$ cat config.mk
export PLATFORM = sky130hd
export DESIGN_NAME = bram_stream_reader
export DESIGN_NICKNAME = d
export VERILOG_FILES = /design/src/rtl/bram_stream_reader.sv
export SDC_FILE = /design/constraint.sdc
export NUM_CORES = 1
export LEC_CHECK = 0
export CORE_UTILIZATION = 41
export CTS_CLUSTER_SIZE = 30
export DETAILED_ROUTE_END_ITERATION = 8
export PLACE_DENSITY = 0.7
export SETUP_SLACK_MARGIN = 0.1
export SLEW_MARGIN = 20
export SYNTH_ARGS = -nofsm -noshare
export SYNTH_HDL_FRONTEND = slang
export SYNTH_SLANG_ARGS = --single-unit
$ cat constraint.sdc
create_clock -name aclk -period 3 [get_ports aclk]
set_clock_uncertainty 0.05 [all_clocks]
set_input_delay 0.3 -clock aclk [delete_from_list [all_inputs] [get_ports aclk]]
set_output_delay 0.3 -clock aclk [all_outputs]
set_load 0.01 [all_outputs]
$ cat src/rtl/bram_stream_reader.sv
// Streams a contiguous block of BRAM words (Port B, 1-cycle read latency) out over AXI4-Stream.
// Optional start-to-first-beat / start-to-done cycle counters: define STREAM_CYCLE_COUNT_EN.
module bram_stream_reader #(
    parameter int unsigned ADDR_WIDTH = 10,
    parameter int unsigned DATA_WIDTH = 32,
    parameter int unsigned LEN_WIDTH  = 11
) (
    input  logic                  aclk,
    input  logic                  areset,
    input  logic                  start,
    input  logic [ADDR_WIDTH-1:0] base_addr,
    input  logic [LEN_WIDTH-1:0]  length,
    output logic                  busy,
    output logic                  done,
    output logic                  bram_en_b,
    output logic [ADDR_WIDTH-1:0] bram_addr_b,
    input  logic [DATA_WIDTH-1:0] bram_rdata_b,
    output logic [DATA_WIDTH-1:0] m_axis_tdata,
    output logic                  m_axis_tvalid,
    input  logic                  m_axis_tready,
    output logic                  m_axis_tlast,
    output logic [15:0]           first_lat,
    output logic [15:0]           total_cyc
);

    typedef enum logic [1:0] {StIdle, StRun, StDrain, StDone} state_e;

    state_e                state_q;
    logic [ADDR_WIDTH-1:0] addr_q;
    logic [LEN_WIDTH-1:0]  remaining_q;
    logic                  inflight_q;
    logic                  inflight_last_q;
    logic [DATA_WIDTH-1:0] buf_data_q [2];
    logic [1:0]            buf_last_q;
    logic                  rd_ptr_q;
    logic                  wr_ptr_q;
    logic [1:0]            buf_count_q;
    logic                  busy_q;
    logic                  done_q;

    logic       pop;
    logic       push;
    logic [2:0] occ_after;
    logic       issue_ok;
    logic       issue;
    logic       last_issue;
    logic       drain_empty;

    always_comb begin
        pop         = m_axis_tvalid & m_axis_tready;
        push        = inflight_q;
        // Slots committed after this edge; a read may only be issued if it has a home.
        occ_after   = 3'(buf_count_q) + 3'(inflight_q) - 3'(pop);
        issue_ok    = occ_after < 3'd2;
        issue       = (state_q == StRun) && issue_ok;
        last_issue  = issue && (remaining_q == LEN_WIDTH'(1));
        // Buffer will be empty after this edge with nothing left in the BRAM pipe.
        drain_empty = !inflight_q &&
                      ((buf_count_q == 2'd0) || ((buf_count_q == 2'd1) && pop));
    end

    assign bram_en_b     = issue;
    assign bram_addr_b   = addr_q;
    assign m_axis_tvalid = buf_count_q != 2'd0;
    assign m_axis_tdata  = buf_data_q[rd_ptr_q];
    assign m_axis_tlast  = m_axis_tvalid & buf_last_q[rd_ptr_q];
    assign busy          = busy_q;
    assign done          = done_q;

    always_ff @(posedge aclk) begin
        if (areset) begin
            state_q         <= StIdle;
            addr_q          <= '0;
            remaining_q     <= '0;
            inflight_q      <= 1'b0;
            inflight_last_q <= 1'b0;
            buf_data_q[0]   <= '0;
            buf_data_q[1]   <= '0;
            buf_last_q      <= '0;
            rd_ptr_q        <= 1'b0;
            wr_ptr_q        <= 1'b0;
            buf_count_q     <= '0;
            busy_q          <= 1'b0;
            done_q          <= 1'b0;
        end else begin
            inflight_q      <= issue;
            inflight_last_q <= last_issue;

            if (push) begin
                buf_data_q[wr_ptr_q] <= bram_rdata_b;
                buf_last_q[wr_ptr_q] <= inflight_last_q;
                wr_ptr_q             <= ~wr_ptr_q;
            end
            if (pop) begin
                rd_ptr_q <= ~rd_ptr_q;
            end
            buf_count_q <= buf_count_q + 2'(push) - 2'(pop);

            done_q <= 1'b0;
            unique case (state_q)
                StIdle: begin
                    if (start) begin
                        addr_q      <= base_addr;
                        remaining_q <= length;
                        busy_q      <= 1'b1;
                        if (length == '0) begin
                            state_q <= StDone;
                            done_q  <= 1'b1;
                        end else begin
                            state_q <= StRun;
                        end
                    end
                end
                StRun: begin
                    if (issue) begin
                        addr_q      <= addr_q + ADDR_WIDTH'(1);
                        remaining_q <= remaining_q - LEN_WIDTH'(1);
                        if (last_issue) begin
                            state_q <= StDrain;
                        end
                    end
                end
                StDrain: begin
                    if (drain_empty) begin
                        state_q <= StDone;
                        done_q  <= 1'b1;
                    end
                end
                StDone: begin
                    busy_q  <= 1'b0;
                    state_q <= StIdle;
                end
                default: state_q <= StIdle;
            endcase
        end
    end

`ifdef STREAM_CYCLE_COUNT_EN
    logic [15:0] cyc_q;
    logic [15:0] cyc_inc;
    logic [15:0] first_lat_q;
    logic [15:0] total_cyc_q;
    logic        first_seen_q;

    // Value latched is the cycle count including the cycle the event occurs in.
    assign cyc_inc = (cyc_q == 16'hFFFF) ? cyc_q : cyc_q + 16'd1;

    always_ff @(posedge aclk) begin
        if (areset) begin
            cyc_q        <= '0;
            first_lat_q  <= '0;
            total_cyc_q  <= '0;
            first_seen_q <= 1'b0;
        end else if ((state_q == StIdle) && start) begin
            cyc_q        <= '0;
            first_lat_q  <= '0;
            total_cyc_q  <= '0;
            first_seen_q <= 1'b0;
        end else begin
            if (busy_q) begin
                cyc_q <= cyc_inc;
            end
            if (push && !first_seen_q) begin
                first_lat_q  <= cyc_inc;
                first_seen_q <= 1'b1;
            end
            if (state_q == StDone) begin
                total_cyc_q <= cyc_inc;
            end
        end
    end

    assign first_lat = first_lat_q;
    assign total_cyc = total_cyc_q;
`else
    assign first_lat = 16'd0;
    assign total_cyc = 16'd0;
`endif

endmodule
==> results.md <==
- Final period utilization: 95.6%
- Worst Hold Endpoint: buf_last_q[1]
- Xor and xnor fraction of the mapped netlist area: 0.695%
- Total gr overflow: 0
- Count of unresolved DRC violations after routing: 0
- FF-to-FF End: bram_addr_b[9]
- Worst slew margin: 51.7%
- Relative contribution of the clock network to total power: just under 20%
- Basic-gate share of the synthesized area counting and, or, nand and nor cells: 18.9%
- Via count of the first global-routing pass: 3640
- F_max: 349 MHz
- Worst R2R Setup Slack: 130 ps
- Number of warnings issued by yosys: 0
- GRT Resource Usage Total: a little under a fifth
- Result of the run: complete, no violations
- Final Max Tran Viols: 0
- Detailed Route WL: between 10000 and 15000 um
- FF+latch count, synth: around 100
- Cell type with the largest total area after synthesis: edfxtp_1
- Async set or reset register ratio after synthesis: 0%
- Area contributors post-synth: edfxtp_1 38%, dfxtp_1 14%, and2_1 8.7%
- P per Cell Area: roughly 920 nW/um^2
- Internal Power: around 4.0 mW
- Total Negative Setup Slacks: 0 ps
- Maximum number of pins on one net before global-route repair: 35
- Tmin final: 2870 ps
- Placed cell count: 700
- Diode insertion count for antenna repair: 0
- Net switching power figure: about 2.1 mW
- Max Cap Viol: 0
- Worst reg2reg path startpoint: buf_count_q[0]
- Layout filler cell count: 1047
- Share of the core filled with cells: 55.4%
- Average wire per standard cell: 16.1 um
- Clock net sink count: just under 100
- Startpoint of the most critical setup path: buf_count_q[0]
- Maximum buffer depth of the clock tree: 2
- DP Area: around 6200 um^2
- Finish-stage setup viols: 0
- Most instantiated library cell after synthesis: and2_1
- Via-to-Cell Ratio: around 5.2
- 1st-iter DRT viols: slightly above 200
- Number of cells on the worst hold path: 2
- Die height: 113 um
- Iteration count of the initial detailed-routing pass: 4
- Most frequently used flop master after synthesis: edfxtp_1
- Fraction of layout cells with a size suffix above 1: 17.0%
- Critical Path End Type: register
- Number of clock buffers inserted by TritonCTS: 9
- Area delta synth->final: 32.0%
- Share of total power consumed by net switching: 35.1%
- Max incr delay on CP: around 340 ps
- Count of standard-cell rows: 40
- Count of mapped cells out of synthesis: approximately 460
- Share of Yosys cell area claimed by the top area cell type: 38.1%
- Number of I/O pins: between 100 and 150
- Post-layout instance area: roughly 6700 um^2
- Number of synthesized flops with an enable pin: 64
- Global placement routability congestion: approximately 0.85
- Avg Cell Area, Syn: about 11 um^2
- Setup repair after global routing missed its margin: yes
- Crit-path max FO: 5
- CTS tree: built
- Worst-Skew Late Latency: ~350 ps
- HPWL after DPL: about 7400 um
- Final nets: ~640
- Portion of total power attributed to sequential cells: between 30% and 40%
- Startpoint type of the worst setup path: register
- Worst-Margin Slew: 714 ps
- Fraction of the mapped netlist area in adder cells: under 10%
- Clock slew at reported path FFs: 70 ps
- Top cells by count, synth: 70 x and2_1, 64 x edfxtp_1, 34 x dfxtp_1, 34 x mux2_2, 33 x buf_4
- Final Hold Violating Endpoints: 0
- Number of distinct library cells after synthesis: 56
- Critical-path cell with the highest stage delay: dfxtp_2
- Main combinational cell family by area after synthesis: simple AND/OR/NAND/NOR gates
- Share of the synthesized area in compound gates (AO/OA/AOI/OAI): between 9 and 10%
- Crit path kind: register to register
- Cell type with the highest occurrence count on the critical path: ha_4
- H-tree levels: 3
- Proportion of synthesized area in mux cells: under 10%
- Cells traversed along the worst timing path: or2_4 -> and2_4 -> ha_4 -> inv_2 -> ha_4 -> fa_2 -> xnor2_2 -> buf_4 -> o31ai_4 -> buf_6 -> buf_12 -> mux2i_2 -> o32ai_2
- Required time reported for the critical path endpoint: about 3200 ps
- Post-layout instance count excluding filler cells: between 700 and 800
- Vias: around 3700
- Static Leak: 2.51 nW
- Worst voltage drop across the vdd grid: between 400 and 500 uV
- Sequential area share after synthesis: 51.6%
- Initial core utilization: 42.0%
- Wire length of the first global-routing pass: about 18000 um
- Horizontal die dimension: 113 um
- Cell type group with the largest total delay on the critical path: adder cells
- Area of the core region: around 12000 um^2
- Input/output buffers: ~100
- Min-Delay Startpoint: buf_last_q[1]
- Clock root buffer: clkbuf_16
- Die footprint: 12700 um^2
- Combinational fraction of design power: approximately 48%
- Summed instance area of the synthesized netlist: about 5000 um^2
- Worst EP arrival: approximately 3000 ps
- Post-route antenna net violation count: 0
- Worst hold path class: register to register
- CP bufs+invs: 4
- Worst reg-to-reg path cell count: 13
- Initial antenna violation count: 0
## sequential cells by signal, indices dropped and copies added (netlist names), 2 cells and up, named ones only
name and flops:
buf_data_q 64, buf_count_q 2, bram_addr_b 10, state_q 2, remaining_q 11, buf_last_q 2
## worst register-to-register path: stages (launching register included)
cell,delay (ps)
dfxtp_2,340
or2_4,250
and2_4,150
ha_4,260
inv_2,40
ha_4,140
fa_2,340
xnor2_2,150
buf_4,150
o31ai_4,300
buf_6,150
buf_12,110
mux2i_2,210
o32ai_2,100
## power groups by stage
stage | sequential, mW | clock (mW) | combinational [mW]
after global routing | 2.01 | 1.26 | 3.17
after floorplan | 1.96 | 0 | 1.56
after detailed placement | 1.99 | 0 | 2.54
after global placement | 1.97 | 0 | 2.48
final | 1.98 | 1.18 | 2.96
after CTS | 1.96 | 1.21 | 2.87
## stage by stage
step / hold slack, ps / worst slack (ps) / power, mW
after floorplan: 375 / 115 / 3.52
after global placement: 404 / -47.1 / 4.45
after detailed placement: 410 / -136 / 4.53
after CTS: 432 / 115 / 6.04
after global routing: 465 / 63.5 / 6.45
final: 434 / 132 / 6.12
## layout by cell type (no fill, tap or decap), types with 3 or more instances in the layout
master	netlist	routed
a211oi_1	3	3
nor4_1	6	6
nand3_1	4	4
o21ai_1	2	3
edfxtp_1	64	64
clkbuf_16	0	9
conb_1	1	32
dfxtp_1	34	32
nand2_1	16	16
o31a_1	3	3
mux2_2	34	34
inv_6	0	3
nand4_1	4	4
buf_4	33	17
and2_1	70	69
ha_1	9	7
nor2_1	19	19
clkdlybuf4s50_1	0	102
nor3_1	5	5
a21o_1	3	3
o21ai_0	23	22
a21oi_1	24	24
inv_1	13	12
nand2b_1	4	3
nor2b_1	14	14
## kinds of logic after synthesis
group,count (synthesis)
xor+xnor,4
flops,98
other cells,1
simple gates,162
mux,37
fa+ha+maj,10
compound gates,78
buf+inv,68
## worst max path at each step
stage / endpoint / slack [ps] / cells past startpoint
floorplan: bram_addr_b[5] / 120 / 11
global placement: bram_en_b / -50 / 9
detailed placement: bram_en_b / -140 / 9
CTS: bram_addr_b[9] / 120 / 12
global route: bram_addr_b[9] / 60 / 13
finish: bram_addr_b[9] / 130 / 13
## routing by layer
layer | GRT usage (%) | part of all wire [%]
met4 | 8.68 | 1.9
met1 | 24.1 | 44
met3 | 3.80 | 6.2
met5 | 0 | 0
met2 | 30.0 | 48
## area by class of cell
class	instances	area [um^2]	share of cell area (%)
clock buffers	9	225	3.39
clock inverters	6	72.6	1.09
inverters	13	48.8	0.734
multi-input cells	323	2240	33.7
flip-flops and latches	98	2610	39.2
well taps	147	184	2.77
repair buffers	126	1280	19.2
## timing repair
item                                    CTS  global route
endpoints found under the setup margin   20            22
hold buffers                              0             0
endpoints found under the hold margin     0             0
cloned                                    2             0
setup buffers                             3             2
pin swaps                                 5             9
gates resized for setup                  16             9
No activity file was read; power rests on OpenSTA's default activity.
